## src/rtl/pn_port_alloc_ctrl.sv

```systemverilog
// Output-port allocator and injection scheduler for the BLESS router. Grants ports in
// age-rank order (productive first, otherwise deflected), one ejection per cycle, and injection into leftovers.
module pn_port_alloc_ctrl #(
    parameter int NUM_OUT      = 4,
    parameter int STARVE_LIMIT = 15,
    parameter int CNT_WIDTH    = 4
) (
    input  logic       clk,
    input  logic       rst_n,
    input  logic [3:0] in_valid,
    input  logic [1:0] rank0_dir,
    input  logic [1:0] rank1_dir,
    input  logic [1:0] rank2_dir,
    input  logic [1:0] rank3_dir,
    input  logic [3:0] rank0_ppv,
    input  logic [3:0] rank1_ppv,
    input  logic [3:0] rank2_ppv,
    input  logic [3:0] rank3_ppv,
    input  logic [3:0] sorted_eject,
    input  logic [3:0] sorted_mc,
    input  logic       eject_rdy,
    input  logic       inj_req,
    input  logic [3:0] inj_ppv,
    output logic [2:0] xbar_sel0,
    output logic [2:0] xbar_sel1,
    output logic [2:0] xbar_sel2,
    output logic [2:0] xbar_sel3,
    output logic [3:0] out_valid,
    output logic       eject_valid,
    output logic [1:0] eject_sel,
    output logic       inj_grant,
    output logic       starve
);

    localparam logic [CNT_WIDTH-1:0] LIMIT_C = CNT_WIDTH'(STARVE_LIMIT);

    function automatic logic [3:0] pick_cand(input logic [3:0] ppv, input logic [3:0] free);
        return ((ppv & free) != 4'b0000) ? (ppv & free) : free;
    endfunction

    function automatic logic [3:0] lowest_oh(input logic [3:0] v);
        return v & (~v + 4'd1);
    endfunction

    logic [1:0]           rank_dir_s [4];
    logic [3:0]           rank_ppv_s [4];
    logic [3:0]           free_s;
    logic [3:0]           grant_oh_s;
    logic                 need_port_s;
    logic [2:0]           sel_s [NUM_OUT];
    logic [3:0]           out_valid_s;
    logic                 eject_valid_s;
    logic [1:0]           eject_sel_s;
    logic                 inj_grant_s;
    logic [CNT_WIDTH-1:0] cnt_nxt_s;

    logic [2:0]           sel_r [NUM_OUT];
    logic [3:0]           out_valid_r;
    logic                 eject_valid_r;
    logic [1:0]           eject_sel_r;
    logic                 inj_grant_r;
    logic                 starve_r;
    logic [CNT_WIDTH-1:0] cnt_r;

    assign rank_dir_s[0] = rank0_dir;
    assign rank_dir_s[1] = rank1_dir;
    assign rank_dir_s[2] = rank2_dir;
    assign rank_dir_s[3] = rank3_dir;
    assign rank_ppv_s[0] = rank0_ppv;
    assign rank_ppv_s[1] = rank1_ppv;
    assign rank_ppv_s[2] = rank2_ppv;
    assign rank_ppv_s[3] = rank3_ppv;

    // Rank-ordered allocation: eject slot, then port grant, then injection into what is left.
    always_comb begin
        free_s        = 4'b1111;
        grant_oh_s    = 4'b0000;
        need_port_s   = 1'b0;
        out_valid_s   = 4'b0000;
        eject_valid_s = 1'b0;
        eject_sel_s   = 2'd0;
        inj_grant_s   = 1'b0;
        for (int p = 0; p < NUM_OUT; p++) begin
            sel_s[p] = 3'd7;
        end
        for (int k = 0; k < 4; k++) begin
            if (!in_valid[rank_dir_s[k]]) begin
                need_port_s = 1'b0;
            end else if (sorted_eject[k] && eject_rdy && !eject_valid_s) begin
                eject_valid_s = 1'b1;
                eject_sel_s   = rank_dir_s[k];
                need_port_s   = sorted_mc[k];
            end else begin
                need_port_s = 1'b1;
            end
            grant_oh_s = (need_port_s && (free_s != 4'b0000))
                       ? lowest_oh(pick_cand(rank_ppv_s[k], free_s)) : 4'b0000;
            for (int p = 0; p < NUM_OUT; p++) begin
                sel_s[p] = grant_oh_s[p] ? {1'b0, rank_dir_s[k]} : sel_s[p];
            end
            out_valid_s = out_valid_s | grant_oh_s;
            free_s      = free_s & ~grant_oh_s;
        end
        inj_grant_s = inj_req && (free_s != 4'b0000);
        grant_oh_s  = inj_grant_s ? lowest_oh(pick_cand(inj_ppv, free_s)) : 4'b0000;
        for (int p = 0; p < NUM_OUT; p++) begin
            sel_s[p] = grant_oh_s[p] ? 3'd4 : sel_s[p];
        end
        out_valid_s = out_valid_s | grant_oh_s;
    end

    // Starvation counter: clears on a grant or an idle request, saturates at the limit.
    always_comb begin
        if (!inj_req || inj_grant_s) begin
            cnt_nxt_s = {CNT_WIDTH{1'b0}};
        end else if (cnt_r != LIMIT_C) begin
            cnt_nxt_s = cnt_r + CNT_WIDTH'(1);
        end else begin
            cnt_nxt_s = cnt_r;
        end
    end

    // Output and counter registers; starve follows the registered counter by one cycle.
    always_ff @(posedge clk or negedge rst_n) begin
        if (!rst_n) begin
            for (int p = 0; p < NUM_OUT; p++) begin
                sel_r[p] <= 3'd7;
            end
            out_valid_r   <= 4'b0000;
            eject_valid_r <= 1'b0;
            eject_sel_r   <= 2'd0;
            inj_grant_r   <= 1'b0;
            starve_r      <= 1'b0;
            cnt_r         <= {CNT_WIDTH{1'b0}};
        end else begin
            for (int p = 0; p < NUM_OUT; p++) begin
                sel_r[p] <= sel_s[p];
            end
            out_valid_r   <= out_valid_s;
            eject_valid_r <= eject_valid_s;
            eject_sel_r   <= eject_sel_s;
            inj_grant_r   <= inj_grant_s;
            starve_r      <= (cnt_r == LIMIT_C);
            cnt_r         <= cnt_nxt_s;
        end
    end

    assign xbar_sel0   = sel_r[0];
    assign xbar_sel1   = sel_r[1];
    assign xbar_sel2   = sel_r[2];
    assign xbar_sel3   = sel_r[3];
    assign out_valid   = out_valid_r;
    assign eject_valid = eject_valid_r;
    assign eject_sel   = eject_sel_r;
    assign inj_grant   = inj_grant_r;
    assign starve      = starve_r;

    pn_port_alloc_ctrl_chk u_chk (
        .clk   (clk),
        .rst_n (rst_n),
        .d0    (rank0_dir),
        .d1    (rank1_dir),
        .d2    (rank2_dir),
        .d3    (rank3_dir)
    );

endmodule

// Input-legality checker: the permutation network must present four distinct rank directions.
module pn_port_alloc_ctrl_chk (
    input logic       clk,
    input logic       rst_n,
    input logic [1:0] d0,
    input logic [1:0] d1,
    input logic [1:0] d2,
    input logic [1:0] d3
);

    a_unique_dirs: assert property (@(posedge clk) disable iff (!rst_n)
        (d0 != d1) && (d0 != d2) && (d0 != d3) && (d1 != d2) && (d1 != d3) && (d2 != d3))
        else $error("duplicate rank direction presented to allocator");

endmodule

```

## config.mk

```make
export PLATFORM = sky130hd
export DESIGN_NAME = pn_port_alloc_ctrl
export DESIGN_NICKNAME = d
export VERILOG_FILES = /design/src/rtl/pn_port_alloc_ctrl.sv
export SDC_FILE = /design/constraint.sdc
export NUM_CORES = 1
export LEC_CHECK = 0
export CORE_ASPECT_RATIO = 0.6
export CORE_UTILIZATION = 54
export CTS_BUF_LIST = sky130_fd_sc_hd__clkbuf_4 sky130_fd_sc_hd__clkbuf_8
export CTS_CLUSTER_SIZE = 25
export DETAILED_ROUTE_END_ITERATION = 16
export PLACE_DENSITY = 0.91
export SYNTH_ARGS = -nofsm -noshare
export SYNTH_HDL_FRONTEND = slang
export SYNTH_HIERARCHICAL = 1
export SYNTH_SLANG_ARGS = --single-unit
export TNS_END_PERCENT = 5
```

## constraint.sdc

```tcl
create_clock -name clk -period 3.9 [get_ports clk]
set_clock_uncertainty 0.2 [all_clocks]
set_input_delay 0.39 -clock clk [delete_from_list [all_inputs] [get_ports clk]]
set_output_delay 0.39 -clock clk [all_outputs]
set_load 0.01 [all_outputs]
```

==> flow_summary_export.csv, run 1 <==
group,metric,value,unit
outcome,status,"aborted with a tool error",
outcome,haltStage,"clock tree synthesis (4_1_cts)",
outcome,run.stop_error,"[ERROR DPL-0033] detailed placement checks failed during check placement.",
clocking,ctsResizeCount,74,
synthesis,synthCells,264,
clocking,cts.sinks,25,
synthesis,synth-compound-area-share,33.5,%
synthesis,synth-simple-area-share,27.3,%
synthesis,post_synth.cell_area_avg,8.82,sq um
synthesis,synth_area_leaders,"dfrtp_1 14%, dfstp_2 14%, nand2_1 4.2%, nor2_1 4.0%, mux4_2 3.9%",
floorplanning,core.rowCount,18,
synthesis,synth_commonest_cells,"26 x nand2_1, 25 x nor2_1, 13 x dfrtp_1",
synthesis,yosysWarnings,6,
synthesis,synth_most_common_cell,"nand2_1",
clocking,cts_hold_buf,0,
synthesis,synth_top_area_share,14.0,%
synthesis,synth-seq-area-share,27.5,%
synthesis,synth.area.mux_share,6.94,%
place,io_buffers,64,
synthesis,synth_xor_area_share,0.376,%
place,dp_hpwl,7840,um
clocking,root_buffer,"clkbuf_8",
clocking,cts_buffers,3,
synthesis,syn_nets,309,
synthesis,synthAdderAreaFrac,0.538,%
clocking,cts_setup_buffers,12,
synthesis,synth_seq_cells,25,
synthesis,synth_ff_type,"dfrtp_1",
synthesis,ys_types,74,
floorplanning,ios,65,
synthesis,async_flop_share,100,%
synthesis,synth-edff-count,0,
floorplanning,dieHeight,52.9,um
place,globalplace.congestion,1.07,
synthesis,synth.cell_area,2330,sq um
synthesis,synth_top_area_cell,"dfrtp_1",
floorplanning,die_w,86.8,um
synthesis,synth_top_family_by_area,"compound AO/OA/AOI/OAI gates",
floorplanning,initial_utilization,56.5,%
clocking,cts_buffer_depth,2,
clocking,htreeDepth,1,
==> kinds of logic after synthesis <==
| logic type | count (synthesis) |
|---|---|
| fa+ha+maj | 1 |
| mux | 11 |
| simple gates | 117 |
| buf+inv | 19 |
| compound gates | 90 |
| flops | 25 |
| xor+xnor | 1 |
==> per-stage QoR <==
stage          hold WS (ns)  utilization (%)  area, sq um  std cells  setup WS (ns)
3_5_place_dp          0.401             87.9         3620        464          -1.22
2_1_floorplan        -0.106                -         2330        264         -0.672
3_3_place_gp          0.361             87.9         3620        464         -0.869
==> run 2: changes to the inputs <==
==> config.mk (replaced) <==
export PLATFORM = sky130hd
export DESIGN_NAME = pn_port_alloc_ctrl
export DESIGN_NICKNAME = d
export VERILOG_FILES = /design/src/rtl/pn_port_alloc_ctrl.sv
export SDC_FILE = /design/constraint.sdc
export NUM_CORES = 1
export LEC_CHECK = 0
export CORE_UTILIZATION = 40
export DETAILED_ROUTE_END_ITERATION = 16
export PLACE_DENSITY_LB_ADDON = 0.15
export SYNTH_ARGS = -nofsm -noshare
export SYNTH_HDL_FRONTEND = slang
export SYNTH_HIERARCHICAL = 1
export SYNTH_SLANG_ARGS = --single-unit
export TNS_END_PERCENT = 5
==> run 2 against run 1 <==
Effect of this change:
- the flow now finishes, with violations (negative setup slack)
- synthesized area did not move
- synthesized cell count did not move
==> flow_summary_export.csv, run 2 <==
group,metric,value,unit
floorplanning,dieHeight,78.3,um
worst_setup_path,critPathMaxFanout,5,
grt,grt_overflow_total,0,
routing,wl,7570,um
routing,drt_iter0_drc,99,
routing,drc,0,
sta,finalHoldViolations,0,
synthesis,ys_types,74,
synthesis,synth_most_common_cell,"nand2_1",
floorplanning,core_area,5540,sq um
synthesis,synth.cell_area,2330,sq um
routing,ant_nets,0,
layout,num-fill-cells,439,
worst_setup_path,cp.arrival,4.14,ns
clocking,cts_tree,"done",
place,preCtsSetupSlack,-1.04,ns
layout,nNetsFinal,468,
sta,finalSetupViolations,14,
layout,final_cell_mix,"91 x buf_4, 50 x clkdlybuf4s50_1, 25 x nand2_1, 25 x nor2_1, 13 x dfrtp_1",
synthesis,synth_ff_type,"dfrtp_1",
floorplanning,core.rowCount,27,
layout,final_common_cell,"buf_4",
layout,final_core_util,72.5,%
place,globalplace.congestion,0.943,
worst_setup_path,cp-end-kind,"flop",
synthesis,synth_seq_cells,25,
worst_setup_path,crit_slowest_cell,"mux4_2",
sta,post-route-min-period,4.13,ns
sta,worst_pin_slew,0.992,ns
outcome,status,"complete, but fails checks",
layout,n_antenna_cell,0,
worst_setup_path,worstSetupStartpointType,"input pin",
worst_setup_path,critPathMaxStageDelay,0.54,ns
grt,grt_usage,25.7,%
worst_setup_path,crit_path_frequent_cell,"a31o_4",
flow_run,cap_viol_max_count,0,
outcome,violations,"negative setup slack",
power_and_ir_drop,cellPowerDensity,280,nW/um^2
synthesis,synth_top_area_share,14.0,%
sta,setup-tns-final,-1.88,ns
synthesis,post_synth.cell_area_avg,8.82,sq um
synthesis,synth_top_area_cell,"dfrtp_1",
clocking,cts_hold_buf,0,
sta,min_period_over_period,106,%
sta,rsz0062_at_grt,"yes",
routing,num_vias,2782,
sta,setup_ws,-0.232,ns
clocking,htreeDepth,1,
clocking,cts.sinks,25,
power_and_ir_drop,leakage,1.77,nW
synthesis,synth_area_leaders,"dfrtp_1 14%, dfstp_2 14%, nand2_1 4.2%, nor2_1 4.0%, mux4_2 3.9%",
clocking,cts_buffers,3,
power_and_ir_drop,ir_worst_vdd,210,uV
place,dpl-instance-area,3660,sq um
clocking,cts_buffer_depth,2,
worst_setup_path,critPathRequiredTime,3.90,ns
grt,grt_max_degree,26,
worst_setup_path,crit_family,"compound AO/OA/AOI/OAI gates",
synthesis,synth_commonest_cells,"26 x nand2_1, 25 x nor2_1, 13 x dfrtp_1",
place,io_buffers,64,
grt,first_global_vias,2812,
worst_setup_path,path_cells,"buf_2 > mux4_2 > a31o_4 > a31o_4 > a21oi_2 > nand2_1 > a21o_2 > nor4_4 > buf_4 > nor2_1 > o22a_1 > and3_4 > or3_4 > inv_4 > a211oi_4 > a2111oi_4 > nand2b_1",
grt,grt_pass1_wl,12700,um
synthesis,synthCells,264,
synthesis,synth-seq-area-share,27.5,%
clocking,cts.clk_slew.worst_paths,0.09,ns
layout,drive_gt1_share,41.2,%
clocking,clkLatencyLatePin,0.27,ns
sta,hold_slack,0.362,ns
layout,synthToLayoutAreaGrowth,72.5,%
floorplanning,ios,65,
routing,vias_per_cell,5.63,
floorplanning,initial_utilization,42.0,%
place,dp_hpwl,5820,um
routing,wl_per_cell,15.3,um
routing,firstDrtPassIters,5,
worst_setup_path,worstSetupPathType,"in -> reg",
worst_setup_path,path_buf_inv,3,
synthesis,async_flop_share,100,%
worst_hold_path,hp-class,"in -> reg",
synthesis,syn_nets,309,
floorplanning,die_w,78.3,um
synthesis,synth-edff-count,0,
sta,slew_headroom,33.6,%
layout,final_cell_area,4020,sq um
clocking,root_buffer,"clkbuf_8",
grt,antenna_found_initial,0,
floorplanning,die_area,6130,sq um
sta,fmax,242,MHz
sta,drv_slew,0,
synthesis,yosysWarnings,6,
-- run 2: final cells by class --
| class | instances | area [sq um] | area share (%) |
|---|---|---|---|
| flip-flops and latches | 25 | 641 | 16.0 |
| clock buffers | 3 | 41.3 | 1.03 |
| repair buffers | 160 | 1380 | 34.2 |
| multi-input cells | 221 | 1810 | 45.2 |
| well taps | 72 | 90.1 | 2.24 |
| inverters | 12 | 47.5 | 1.18 |
| clock inverters | 1 | 7.51 | 0.187 |
-- run 2: metal layers --
| metal | up-vias | global-route usage, % | routed length [um] |
|---|---|---|---|
| met5 | - | 0 | 0 |
| met4 | 0 | 10.4 | 200 |
| met3 | 24 | 2.44 | 272 |
| met2 | 96 | 48.2 | 4030 |
| met1 | 1308 | 29.5 | 3070 |
| li1 | 1354 | - | - |
-- run 2: where the power goes --
part	leakage [nW]	internal (W)	total, W	switching, W
registers	0.293	0.000321	0.000332	0.0000109
logic	1.46	0.000352	0.000641	0.000289
clock network	0.0217	0.0000723	0.000150	0.0000781
-- run 2: stage by stage --
step                      std cells  total power (W)
after floorplan                 264         0.000616
after global routing            494          0.00119
after CTS                       489          0.00110
final                           494          0.00112
after detailed placement        479         0.000921
after global placement          479         0.000913
-- run 2: cell families after synthesis --
| group | share of synthesized area, % |
|---|---|
| buf+inv | 3.82 |
| mux | 6.94 |
| flops | 27.5 |
| compound gates | 33.5 |
| simple gates | 27.3 |
| xor+xnor | 0.376 |
| fa+ha+maj | 0.538 |
-- run 2: worst reg2reg max path: cells and delay by family, from the launching register on --
kind / cells / cell delay, ns
fa+ha+maj: 1 / 0.24
mux: 1 / 0.20
simple gates: 2 / 0.31
flops: 1 / 0.42
-- run 2: final timing paths --
| check | startpoint | to | slack, ns | cells after the start |
|---|---|---|---|---|
| max | in_valid[1] | out_valid[3] | -0.23 | 17 |
| min | rank0_dir[0] | eject_sel[0] | 0.36 | 4 |
| max reg2reg | cnt_r[0] | cnt_r[1] | 2.44 | 4 |
| min reg2reg | cnt_r[1] | cnt_r[1] | 0.40 | 2 |
| max in group asynchronous | rst_n | out_valid[3] | 2.43 | 1 |
| min in group asynchronous | rst_n | cnt_r[3] | 0.46 | 1 |
-- run 2: repair_timing --
item / 4_1_cts / 5_1_grt
pin swaps: 17 / 16
gates cloned: 2 / 0
gates resized for setup: 67 / 14
setup endpoints to repair: 19 / 17
setup buffers: 4 / 5
No activity file was read; power rests on OpenSTA's default activity.
==> run 3: changes to the inputs <==
--- a/config.mk
+++ b/config.mk
@@ -5,7 +5,7 @@
 export SDC_FILE = /design/constraint.sdc
 export NUM_CORES = 1
 export LEC_CHECK = 0
-export CORE_UTILIZATION = 40
+export CORE_UTILIZATION = 53
 export DETAILED_ROUTE_END_ITERATION = 16
 export PLACE_DENSITY_LB_ADDON = 0.15
 export SYNTH_ARGS = -nofsm -noshare
==> run 3 against run 2 <==
Effect of this change:
- the flow now stops in clock tree synthesis (4_1_cts)
- synthesized area is the same
- synthesized cell count is the same
==> flow_summary_export.csv, run 3 <==
group,metric,value,unit
synthesis,synth-simple-area-share,27.3,%
synthesis,synth.cell_area,2330,sq um
clocking,root_buffer,"clkbuf_8",
outcome,haltStage,"clock tree synthesis (4_1_cts)",
synthesis,async_flop_share,100,%
clocking,htreeDepth,1,
synthesis,syn_nets,309,
clocking,cts_setup_buffers,14,
clocking,cts_buffer_depth,2,
synthesis,synth_top_area_share,14.0,%
place,dpl-instance-area,3680,sq um
synthesis,synth-seq-area-share,27.5,%
floorplanning,dieHeight,68.3,um
clocking,cts_buffers,3,
synthesis,synth_area_leaders,"dfrtp_1 14%, dfstp_2 14%, nand2_1 4.2%, nor2_1 4.0%, mux4_2 3.9%",
place,io_buffers,64,
synthesis,synth_ff_type,"dfrtp_1",
floorplanning,ios,65,
place,globalplace.congestion,0.971,
synthesis,synth_top_area_cell,"dfrtp_1",
synthesis,ys_types,74,
outcome,status,"aborted with a tool error",
clocking,cts_hold_buf,0,
outcome,run.stop_error,"[ERROR DPL-0033] detailed placement checks failed during check placement.",
synthesis,synth_xor_area_share,0.376,%
floorplanning,core.rowCount,23,
synthesis,synth_most_common_cell,"nand2_1",
synthesis,synth-edff-count,0,
synthesis,post_synth.cell_area_avg,8.82,sq um
synthesis,synthAdderAreaFrac,0.538,%
synthesis,synth_seq_cells,25,
place,dp_hpwl,7000,um
floorplanning,initial_utilization,56.6,%
synthesis,synth_top_family_by_area,"compound AO/OA/AOI/OAI gates",
synthesis,synth_commonest_cells,"26 x nand2_1, 25 x nor2_1, 13 x dfrtp_1",
floorplanning,die_w,68.3,um
synthesis,yosysWarnings,6,
synthesis,synth.area.mux_share,6.94,%
synthesis,synthCells,264,
synthesis,synth-compound-area-share,33.5,%
clocking,cts.sinks,25,
clocking,ctsResizeCount,84,
## run 3: cells by family after synthesis
logic type               Yosys count
AND/OR/NAND/NOR                  117
AO/OA/AOI/OAI                     90
flip-flops                        25
buffers and inverters             19
multiplexers                      11
XOR/XNOR                           1
adder cells (fa/ha/maj)            1
## run 3: metrics by stage
| step | std cells | setup slack, ns | hold WS [ns] |
|---|---|---|---|
| after detailed placement | 463 | -1.14 | 0.408 |
| after global placement | 463 | -0.882 | 0.357 |
| after floorplan | 264 | -0.672 | -0.106 |
